$ cat src/rtl/lsu_mem_port.sv
// lsu_mem_port: load/store port to a byte-addressed big-endian RAM; LSU_ALIGN_CHECK_EN adds a misalignment error.
module lsu_mem_port #(
  parameter int NUM_BYTES = 4096
) (
  input  logic        clk,
  input  logic        rst,
  input  logic        req_valid,
  output logic        req_ready,
  input  logic        req_we,
  input  logic [1:0]  req_size,
  input  logic        req_signed,
  input  logic [63:0] req_addr,
  input  logic [63:0] req_wdata,
  output logic        resp_valid,
  input  logic        resp_ready,
  output logic [63:0] resp_data,
  output logic        resp_err,
  output logic        mem_cs,
  output logic        mem_we,
  output logic [63:0] mem_addr,
  output logic [63:0] mem_data_in,
  output logic [1:0]  mem_write_width,
  input  logic [63:0] mem_data_out
);
  typedef enum logic [1:0] {IDLE, WAIT, RESP} state_t;
  state_t state, next;
  logic we_q, sgn_q, err_q, accept, err, range_err;
  logic [1:0] size_q;
  logic [3:0] nbytes;
  logic [64:0] end_addr;
  logic [63:0] ld;
  function automatic logic [5:0] shamt(input logic [1:0] s);
    return s == 2'd0 ? 6'd0 : s == 2'd1 ? 6'd32 : s == 2'd2 ? 6'd48 : 6'd56;
  endfunction
  assign nbytes = 4'd8 >> req_size;
  assign end_addr = {1'b0, req_addr} + 65'(nbytes);
  assign range_err = end_addr > 65'(NUM_BYTES);
`ifdef LSU_ALIGN_CHECK_EN
  assign err = range_err | (|(req_addr[2:0] & 3'(nbytes - 4'd1)));
`else
  assign err = range_err;
`endif
  assign req_ready = (state == IDLE) && !rst;
  assign accept = req_valid && req_ready;
  assign resp_valid = state == RESP;
  assign mem_cs = accept && !err;
  assign mem_we = accept && req_we;
  assign mem_addr = accept ? req_addr : 64'd0;
  assign mem_data_in = accept ? req_wdata << shamt(req_size) : 64'd0;
  assign mem_write_width = accept ? req_size : 2'd0;
  // the addressed byte sits at the top, so right-justifying with an arithmetic shift sign-extends for free
  assign ld = sgn_q ? $unsigned($signed(mem_data_out) >>> shamt(size_q)) : mem_data_out >> shamt(size_q);
  // next-state logic
  always_comb begin
    next = state;
    next = state == IDLE ? (accept ? WAIT : IDLE) : state == WAIT ? RESP : (resp_ready ? IDLE : RESP);
  end
  // state, captured request fields and response register
  always_ff @(posedge clk) begin
    if (rst) begin
      state <= IDLE;
      we_q <= 1'b0;
      sgn_q <= 1'b0;
      err_q <= 1'b0;
      size_q <= 2'd0;
      resp_data <= 64'd0;
      resp_err <= 1'b0;
    end else begin
      state <= next;
      if (accept) begin
        we_q <= req_we;
        sgn_q <= req_signed;
        err_q <= err;
        size_q <= req_size;
      end
      if (state == WAIT) begin
        resp_data <= (err_q || we_q) ? 64'd0 : ld;
        resp_err <= err_q;
      end
    end
  end
endmodule

$ cat config.mk
export PLATFORM = sky130hd
export DESIGN_NAME = lsu_mem_port
export DESIGN_NICKNAME = d
export VERILOG_FILES = /design/src/rtl/lsu_mem_port.sv
export SDC_FILE = /design/constraint.sdc
export NUM_CORES = 1
export LEC_CHECK = 0
export CAP_MARGIN = 20
export CORE_AREA = 2 2 155 157
export DETAILED_ROUTE_END_ITERATION = 8
export DIE_AREA = 0 0 157 159
export HOLD_SLACK_MARGIN = 0.03
export REMOVE_ABC_BUFFERS = 1
export SLEW_MARGIN = 20
export SYNTH_ARGS = -nofsm -noshare
export SYNTH_HDL_FRONTEND = slang
export SYNTH_SLANG_ARGS = --single-unit
$ cat constraint.sdc
create_clock -name clk -period 18.15 [get_ports clk]
set_input_delay 5.445 -clock clk [delete_from_list [all_inputs] [get_ports clk]]
set_output_delay 5.445 -clock clk [all_outputs]
set_load 0.01 [all_outputs]
==> impl_results.md <==
* Status: finished clean
* Syn Inst Count at 904
* DRT Wirelength at 33,100 um
* CTS Buf Count at 9
* Via count at 8,517
* Post-synth top area share at 0.223
* # setup viols final at 0
* FF+latch count, synth at 72
* Crit path required time at 12.70 ns
* Port Buffers at 398
* RSZ-0062 raised after global routing: false
* Gpl congestion at 0.935
* CTS root buffer: clkbuf_16
* Combinational share of power at 0.355
* Core area at 23,200 sq um
* Clock slew at reported path FFs at 0.06 ns
* Post-layout util at 0.472
* PostCTS Resize Cnt at 0
* Largest net degree at the start of global routing at 73
* H-tree levels at 3
* Int Power at 0.376 mW
* CTS Buffer Depth at 2
* Actual slew at the worst max-slew pin at 1.04 ns
* Worst Setup End Kind: primary output
* Total power at 0.544 mW
* Post-Syn Area at 6450 sq um
* First-pass GRT wire length at 50,000 um
* Via density at 5.42
* Tmin final at 15.86 ns
* Area of the multi-input gates at 4670 sq um
* Nets at 1,453
* CP max stage delay at 0.80 ns
* Die W at 157 um
* Startpoint Class: input pin
* Placed Instance Area at 10,700 sq um
* Largest area contributor in the netlist: dfxtp_1
* Sequential power share at 0.313
* GRT overflow at 0
* N_diodes at 0
* Peak supply drop at 0.0366 mV
* Worst Skew at 0.0101 ns
* Vias in the first global route at 8,212
* CP delay by family, top: simple AND/OR/NAND/NOR gates
* Hold buffers post-CTS at 0
* IO Count at 399
* Rel. slew slack at 0.305
* Pre-CTS WS at 2.36 ns
* Min-Delay Path Class: flip-flop to flip-flop
* Avg WL per Cell at 21.1 um
* Initial Utilization at 0.278
* Max FO, Critical Path at 23
* Mean post-synth cell area at 7.14 sq um
* Clk_lat worst skew at 0.33 ns
* Initial antenna violation count at 0
* Synth top area cells: dfxtp_1, and3_1, a21oi_1
* Die Height at 159 um
* PnR worst setup slack at 2.29 ns
* Net Sw Frac at 0.308
* Post-synthesis cell type count at 63
* Sw Pwr at 0.168 mW
* Synth async-reset ratio at 0
* Syn. warnings at 0
* Tcrit/Tclk final at 0.874
* Buf/Inv on CP at 3
* Area growth syn-to-layout at 69.8%
* Leakage power at 4.02 nW
* Worst path slowest cell: nor4_1
* ANT nets after route at 0
* Synth Flop Type: dfxtp_1
* CTS tree: done
* Reg area at 1440 sq um
* Pwr dens at 49.7 nW/um^2
* Sequential area share after synthesis at 0.223
* Critical path class: input pin to primary output
* Number of post-CTS setup repair buffers at 0
* Die area at 25,000 sq um
* Setup Total Neg Slack at 0 ns
* Clk pwr share at 0.332
* CP cell instances: clkdlybuf4s50_1, buf_4, nor2b_1, fa_1, a211oi_1, nor4_1, nand4_1, xnor2_1, a21o_1, or4_1, nor4_1, and3_1, clkdlybuf4s50_1
* Final routed DRC violation total at 0
* Post-DP HPWL at 25,600 um
* Fillers at 2,355
* Critical Path AT at 10.42 ns
* Design Area, Final at 11,000 sq um
* Final max-slew violation count at 0
* # rows at 56
* TritonRoute pass-1 iters at 5
* Hold Fails Final Rpt at 0
* Post-synth EDFFs at 0
* Starting DRT DRC Count at 685
* Proportion of layout cells with a drive suffix above 1 at 0.0567
* Fmax at 0.0630 GHz
* Gr usage total at 0.255
* Sink Count at 72
* Max cap viols at 0
==> final timing paths <==
path / startpoint / endpoint / slack [ns] / depth (start not counted)
setup / recovery: req_size[1] / mem_cs / 2.29 / 13
hold / removal: resp_data[55]$_SDFFE_PP0P_ / resp_data[55]$_SDFFE_PP0P_ / 0.45 / 2
setup reg to reg: state[0]$_SDFF_PN0_ / err_q$_SDFFE_PP0P_ / 15.46 / 8
hold reg to reg: resp_data[55]$_SDFFE_PP0P_ / resp_data[55]$_SDFFE_PP0P_ / 0.45 / 2
==> sequential cells by signal (all words and copies together), names as in the netlist <==
name	count
resp_data	64
we_q	1
sgn_q	1
state	2
size_q	2
err_q	1
resp_err	1
==> worst reg2reg max path: cells and delay by family (launching register included) <==
family / cells / cell delay (ns)
AND/OR/NAND/NOR: 5 / 1.43
AO/OA/AOI/OAI: 2 / 0.51
flip-flops: 1 / 0.34
buffers and inverters: 1 / 0.26
==> synthesized netlist by cell type (17+ instances only) <==
library cell and instances:
nor2_1 111, and3_1 101, a21oi_1 99, dfxtp_1 72, nand2_1 67, clkbuf_1 66, nand4_1 39, nor3_1 30
nand3_1 24, o21ai_0 24, nor2b_1 19, inv_1 17, mux2i_1 17
==> cell usage in the layout (no fill, tap or decap), types with 13 or more instances in the layout <==
cell	Yosys	routed
nand2_1	67	67
nor3_1	30	27
nor2_1	111	110
and2_1	13	13
nor4_1	16	16
dfxtp_1	72	72
a21oi_1	99	99
a22o_1	16	16
buf_4	1	14
and3_1	101	101
mux2i_1	17	17
clkdlybuf4s50_1	0	396
nand3_1	24	24
nor2b_1	19	19
o21ai_0	24	24
xnor2_1	14	14
inv_1	17	17
mux4_2	16	16
o221ai_1	14	14
nand4_1	39	39
==> stage by stage <==
step / hold WS, ns / cells
finish: 0.451 / 1571
global route: 0.470 / 1571
CTS: 0.453 / 1571
detailed placement: 0.445 / 1556
global placement: 0.438 / 1556
floorplan: 0.439 / 825
==> final cells by class <==
class | count | share of cell area
timing repair buffer | 412 | 0.372
clock buffer | 11 | 0.0231
clock inverter | 4 | 0.00480
sequential | 72 | 0.132
inverter | 17 | 0.00582
tap | 319 | 0.0364
multi-input combinational | 736 | 0.426
==> routing by layer <==
metal  vias up  track usage  part of all wire
li1       4045            -                 -
met1      3984        0.333              0.42
met2       446        0.425              0.47
met3        42       0.0531             0.090
met4         0       0.0692             0.020
met5         -            0                 0
==> power groups by stage <==
stage | clock network (mW) | logic [mW] | registers [mW]
after floorplan | 0 | 0.0644 | 0.177
after global placement | 0 | 0.192 | 0.174
after detailed placement | 0 | 0.192 | 0.174
after CTS | 0.186 | 0.193 | 0.171
after global routing | 0.191 | 0.207 | 0.171
final | 0.180 | 0.193 | 0.171
==> kinds of logic (layout without fill, tap and decap cells) <==
kind of cell               after synthesis  after routing  share of synthesized area
and+or+nand+nor                        460            460                      0.386
AOI/OAI and AO/OA                      215            215                      0.208
buffers and inverters                   96            444                     0.0584
DFF                                     72             72                      0.223
muxes                                   34             34                     0.0839
xor gates and xnor gates                22             22                     0.0299
adders and majority gates                5              5                     0.0109
Note: power is estimated with default switching activity, not from simulation.
